File: src/rtl/bp_inflight_queue.sv
// In-flight branch queue: records {prediction, PHT index} per fetched branch, trains the
// predictor at commit and restores speculative history on a mispredict.
module bp_inflight_queue #(
  parameter int DEPTH     = 16,
  parameter int GHR_DEPTH = 30,
  parameter int PHT_DEPTH = 10
) (
  input  logic                 clk,
  input  logic                 rst,
  input  logic                 fetch_valid,
  input  logic                 fetch_is_br,
  input  logic [31:0]          fetch_pc,
  input  logic                 pred_take,
  output logic                 fetch_ready,
  output logic [GHR_DEPTH-1:0] spec_ghr,
  input  logic                 rob_pop,
  input  logic [6:0]           commit_opcode,
  input  logic                 commit_take,
  output logic                 upd_valid,
  output logic [PHT_DEPTH-1:0] upd_idx,
  output logic                 upd_take,
  output logic                 flush_branch,
  output logic                 underflow
);
  localparam int PW = $clog2(DEPTH);
  localparam logic [PW:0] FULL_CNT = (PW + 1)'(DEPTH);
  localparam logic [6:0]  OP_BRANCH = 7'b1100011;

  typedef struct packed {
    logic                 take;
    logic [PHT_DEPTH-1:0] idx;
  } entry_t;

  entry_t mem_q [DEPTH];

  logic [PW-1:0]        head_q, head_d, tail_q, tail_d;
  logic [PW:0]          count_q, count_d;
  logic [GHR_DEPTH-1:0] spec_ghr_q, spec_ghr_d, arch_ghr_q, arch_ghr_d;
  logic                 upd_valid_q, upd_take_q, flush_q, underflow_q, underflow_d;
  logic [PHT_DEPTH-1:0] upd_idx_q;

  logic                 br_commit, pop, mispredict, push;
  entry_t               head_entry, push_entry;
  logic                 unused_bits;

  assign unused_bits = ^{fetch_pc[31:PHT_DEPTH+2], fetch_pc[1:0], arch_ghr_q[GHR_DEPTH-1]};

  assign fetch_ready = (count_q != FULL_CNT);
  assign head_entry  = mem_q[head_q];
  assign br_commit   = rob_pop && (commit_opcode == OP_BRANCH);
  assign pop         = br_commit && (count_q != '0);
  assign mispredict  = pop && (head_entry.take != commit_take);
  assign push        = fetch_valid && fetch_is_br && fetch_ready && !mispredict;

  assign push_entry.take = pred_take;
  assign push_entry.idx  = spec_ghr_q[PHT_DEPTH-1:0] ^ fetch_pc[PHT_DEPTH+1:2];

  always_comb begin
    head_d      = head_q;
    tail_d      = tail_q;
    count_d     = count_q;
    spec_ghr_d  = spec_ghr_q;
    arch_ghr_d  = arch_ghr_q;
    underflow_d = underflow_q;

    if (pop) begin
      arch_ghr_d = {arch_ghr_q[GHR_DEPTH-2:0], commit_take};
    end
    if (br_commit && (count_q == '0)) begin
      underflow_d = 1'b1;
    end

    // A mispredict wins over everything: queue collapses and history rolls back to the
    // architectural path extended by the resolved outcome.
    if (mispredict) begin
      head_d     = '0;
      tail_d     = '0;
      count_d    = '0;
      spec_ghr_d = {arch_ghr_q[GHR_DEPTH-2:0], commit_take};
    end else begin
      if (pop) begin
        head_d = head_q + 1'b1;
      end
      if (push) begin
        tail_d     = tail_q + 1'b1;
        spec_ghr_d = {spec_ghr_q[GHR_DEPTH-2:0], pred_take};
      end
      if (push && !pop) begin
        count_d = count_q + 1'b1;
      end else if (pop && !push) begin
        count_d = count_q - 1'b1;
      end
    end
  end

  always_ff @(posedge clk) begin
    if (rst) begin
      head_q      <= '0;
      tail_q      <= '0;
      count_q     <= '0;
      spec_ghr_q  <= '0;
      arch_ghr_q  <= '0;
      underflow_q <= 1'b0;
      upd_valid_q <= 1'b0;
      upd_idx_q   <= '0;
      upd_take_q  <= 1'b0;
      flush_q     <= 1'b0;
    end else begin
      head_q      <= head_d;
      tail_q      <= tail_d;
      count_q     <= count_d;
      spec_ghr_q  <= spec_ghr_d;
      arch_ghr_q  <= arch_ghr_d;
      underflow_q <= underflow_d;
      upd_valid_q <= pop;
      upd_idx_q   <= pop ? head_entry.idx : '0;
      upd_take_q  <= pop && commit_take;
      flush_q     <= mispredict;
    end
  end

  always_ff @(posedge clk) begin
    if (push) begin
      mem_q[tail_q] <= push_entry;
    end
  end

  assign spec_ghr     = spec_ghr_q;
  assign upd_valid    = upd_valid_q;
  assign upd_idx      = upd_idx_q;
  assign upd_take     = upd_take_q;
  assign flush_branch = flush_q;
  assign underflow    = underflow_q;
endmodule

File: config.mk
export PLATFORM = sky130hd
export DESIGN_NAME = bp_inflight_queue
export DESIGN_NICKNAME = d
export VERILOG_FILES = /design/src/rtl/bp_inflight_queue.sv
export SDC_FILE = /design/constraint.sdc
export NUM_CORES = 1
export LEC_CHECK = 0
export ABC_AREA = 1
export BUFFER_PORTS_ARGS = -buffer_cell sky130_fd_sc_hd__buf_2
export CAP_MARGIN = 15
export CORE_MARGIN = 5
export CORE_UTILIZATION = 39
export CTS_BUF_LIST = sky130_fd_sc_hd__clkbuf_8 sky130_fd_sc_hd__clkbuf_16
export DETAILED_ROUTE_END_ITERATION = 8
export SLEW_MARGIN = 20
export SYNTH_ARGS = -nofsm -noshare
export SYNTH_HDL_FRONTEND = slang
export SYNTH_SLANG_ARGS = --single-unit
export TNS_END_PERCENT = 1
File: constraint.sdc
create_clock -name clk -period 6.55 [get_ports clk]
set_clock_uncertainty 0.15 [all_clocks]
set_input_delay 0.3275 -clock clk [delete_from_list [all_inputs] [get_ports clk]]
set_output_delay 0.3275 -clock clk [all_outputs]
set_load 0.02 [all_outputs]
* Word level (Yosys, flattened, before mapping)
Memories as Yosys holds them, arrays and structs flattened. A register that Yosys moved wholly into a read port is not among the register bits.
Index checks and enable logic that the tools add are counted.
** Storage, ports and cells
- Bits in registers :: 86
- Memory bits (writable) :: 176
- Input bits :: 46
- Output and inout bits :: 45
- Word-level logic and storage cells :: 47
- Memories kept :: 1
** Memories
- mem_q :: depth 16, bits a word 11, rd ports 1, clocked after memory_dff 1, wr ports 1, line 34 : entry_t mem_q [DEPTH];
** Cells by class
- Add/sub/neg operators :: 4
- Equal/unequal tests :: 3
- Multiplexer cells :: 8
- Bitwise gates (word level) :: 2
- Reductions and logical operators :: 19
** Operators with widths (count)
- $mux W30 :: 2
- $logic_and A1 B1 Y1 :: 10
- $mux W5 :: 2
- $xor A10 B10 Y10 :: 1
- $add A4 B1 Y4 const B :: 2
- $mux W4 :: 2
- $eq A7 B7 Y1 const B :: 1
- $add A5 B1 Y5 const B :: 1
- $logic_not A5 Y1 :: 1
- $ne A5 B5 Y1 const B :: 1
- $reduce_bool A5 Y1 :: 1
- $sub A5 B1 Y5 const B :: 1
- $reduce_bool A2 Y1 :: 2
- $reduce_or A2 Y1 :: 2
- $logic_not A1 Y1 :: 3
- $mux W1 :: 2
- $ne A1 B1 Y1 :: 1
- $not A1 Y1 :: 1

* Logic depth before layout (Yosys ltp)
- Depth after elaboration :: 10
- Gate-level depth with buffers :: 24
- Gate-level depth less buffers :: 22

* Least setup slack after synthesis
OpenSTA, ideal clock, no wires.
- Path kind :: register to register
- Start :: reg with a tool-made name
- End :: reg count_q[4]
- Setup time :: 116 ps
- Data arrival time :: 2562 ps
- Required time :: 6284 ps
- Slack :: 3723 ps
- Cell stages (with the launch flop) :: 25
- Buffers on the path :: 3
- Clock period less this slack :: 2827 ps
- Path through :: dfxtp_1 > buf_6 > inv_4 > buf_6 > nand2_1 > nand3_1 > nand3_1 > nand3_2 > nand2_1 > nand2_1 > nand3_2 > buf_6 > nand2_2 > inv_4 > ha_1 > fa_1 > inv_1 > nand2_1 > nand2_1 > a21oi_1 > nand2_1 > nand2_1 > nor2_1 > xor2_1 > nor2_1
** RTL lines
- end signal, assigned :: line 111 : count_q <= count_d;
- end, declared :: line 37 : logic [PW:0] count_q, count_d;

==> impl_metrics.ini <==
[outcome]
outcome = finished, final reports clean

[timing]
period_share_pct = 59.52
tightest_slew_ns = 1.125
rsz0062_at_grt = false
hold_violations = 0
slew-limit-headroom_pct = 24.77
timing.final.crit_period_ns = 3.899
tns_ns = 0
setup-violations-final = 0
maxSlewViolCount = 0
max_freq_mhz = 256.5

[final_layout]
multi_input_area_um2 = 3266
nNetsFinal = 1169
design_area_um2 = 12350
layout_commonest_cell = nand2_1
antenna_cells = 0
syn2layout_area_growth_pct = 14.47
regArea_um2 = 7088
drive_gt1_share_pct = 13.62
nFillCells = 2526
final_cell_mix = nand2_1 (202), edfxtp_1 (176), nor2_1 (168), o21ai_0 (111), nand3_1 (94)

[synth]
syn_avg_cell_area_um2 = 10.23
synth_largest_area_cell = edfxtp_1
synth_nets = 1112
synth_top_cells_by_area = edfxtp_1 (49%), dfxtp_1 (17%), nand2_1 (7.0%)
netlist_area_um2 = 10790
synth_top_area_share_pct = 48.98
synth-seq-area-share_pct = 65.68
ys_warn_count = 0
synth_seq_cells = 266
syn_inst = 1055
yosys.cell_types.count = 30

[global_routing]
grt_pass1_wl_um = 38560
first_global_vias = 7014
grt_max_degree = 89
antenna_found_initial = 2
grt_usage_pct = 15.29
grt_overflow_total = 0

[drt]
via_count = 7482
route.detailed.drc = 0
drt_iter0_drc = 617
drt-vias-per-instance = 4.978
post_drt_wl_per_cell_um = 16.05
finalWirelength_um = 24130
drtPass1Iterations = 5
postRouteAntennaNets = 0

[clocking]
clkLatencyLatePin_ns = 0.52
cts_tree = yes
clkTransAtPathRegs_ns = 0.06
cts.htree.levels = 1
cts_buffers = 27
cts_setup_buffers = 0
cts_root_buffer = clkbuf_16
clock_sinks = 266
clockBufferDepth = 3

[die]
core-area_um2 = 27100
fp.dieW_um = 176.3
die_h_um = 176.3
rows = 60
pin_count = 91
dieArea_um2 = 31090
start_util_pct = 39.82

[power_and_ir_drop]
switching_share_pct = 20.76
p_leak_uw = 0.004857
clockPowerShare_pct = 43.0
pwr-share-seq_pct = 53.6
power.density_nw_per_um2 = 273.8
power_uw = 3381
vdd_drop_max_mv = 0.1543
combPwrFrac_pct = 3.4
p_int_uw = 2679
p_sw_uw = 702.1

[place]
hpwl_um = 13800
gp_routability_congestion = 0.7731
place_area_um2 = 11440
port_buffers = 68

[worst_setup_path]
cp_max_fo = 45
arrival_ns = 4.15
worstSetupStartpointType = flop
critical_path_required_ns = 6.81
endpoint_kind = flop
critical_path_class = reg -> reg

[flow_run]
drv_cap = 0

[min_path]
hp-class = in -> reg
-- cells by family (layout without fill, tap and decap cells) --
kind of cell,count (synthesis),in the layout,share of synthesized area (%)
compound gates,175,175,8.789
flops,266,266,65.68
buf+inv,107,183,4.522
fa+ha+maj,11,11,1.345
xor+xnor,16,16,1.299
simple gates,480,480,18.37
-- critical path, stage by stage (launching register included) --
cell     delay (ns)
dfxtp_1        0.31
buf_4          0.45
inv_2          0.48
nand3_1        0.22
nand3_1        0.10
nand3_1        0.18
nand3_1        0.16
nand3_2        0.12
nand2_2        0.10
inv_4          0.14
ha_1           0.23
inv_1          0.12
ha_1           0.30
nand2_1        0.07
nand2_1        0.05
a21oi_1        0.17
nor2_1         0.06
nor2_1         0.13
xor2_1         0.15
nor2_1         0.06
-- power by group through the flow --
stage	Combinational, µW	Sequential, µW	Clock, µW
6_report	114	1810	1450
4_1_cts	115	1810	1490
5_1_grt	130	1810	1560
2_1_floorplan	74.0	1850	0
3_5_place_dp	113	1850	0
3_3_place_gp	112	1850	0
-- sequential cells by signal (all words and copies together), names as in the netlist, named ones only --
name          count
arch_ghr_q       29
count_q           5
flush_branch      1
head_q            4
mem_q           176
spec_ghr         30
tail_q            4
underflow         1
upd_idx          10
upd_take          1
upd_valid         1
-- timing repair --
item	CTS	global route
endpoints found under the setup margin	0	0
hold buffers	3	0
gates resized for setup	0	0
endpoints found under the hold margin	2	0
-- metrics by stage --
| step | hold slack, ns | std cells | util (%) | setup WS [ns] |
|---|---|---|---|---|
| CTS | 0.03742 | 1503 | 45.42 | 2.581 |
| floorplan | 0.2499 | 1055 | - | 3.723 |
| global route | 0.05272 | 1503 | 45.58 | 2.292 |
| global placement | 0.2994 | 1452 | 42.17 | 2.664 |
| finish | 0.05831 | 1503 | 45.58 | 2.651 |
| detailed placement | 0.3031 | 1452 | 42.20 | 2.625 |
-- worst paths after layout --
| path | from | endpoint | slack (ns) | depth (start not counted) |
|---|---|---|---|---|
| setup reg to reg | flop | count_q[4] | 2.65 | 19 |
| setup / recovery | flop | count_q[4] | 2.65 | 19 |
| hold / removal | pred_take | mem_q[0][10] | 0.06 | 1 |
| hold reg to reg | arch_ghr_q[4] | spec_ghr[5] | 0.31 | 2 |
-- cells in the mapped netlist, drive strengths merged --
| cell type | number |
|---|---|
| inv | 44 |
| o21ai | 111 |
| buf | 22 |
| nor3 | 1 |
| o22ai | 40 |
| a21oi | 10 |
| a211oi | 2 |
| edfxtp | 176 |
| dfxtp | 90 |
| fa | 1 |
| or2 | 1 |
| xnor2 | 1 |
| ha | 10 |
| xor2 | 15 |
| nand2 | 209 |
| clkbuf | 41 |
| nor2 | 170 |
| nand4 | 1 |
| nand3 | 96 |
| a31o | 1 |
| nor4 | 2 |
| a31oi | 11 |
-- metal layers --
metal  track usage [%]  wire length (µm)  share of wire (%)  vias up
met3             3.169              1653                6.9       33
met2             24.41             10780                 45      198
met1             22.20             11350                 47     3529
met4             2.224               328                1.4        4
li1                  -                 -                  -     3718
met5                 0                21              0.087        -
-- layout make-up --
type                       instances  area share (%)
timing repair buffer              91           4.214
clock inverter                    16          0.7901
multi-input combinational        682           26.44
inverter                          44           1.378
tap                              372           3.768
sequential                       266           57.38
clock buffer                      32           6.027
(Power assumes the default switching activity.)
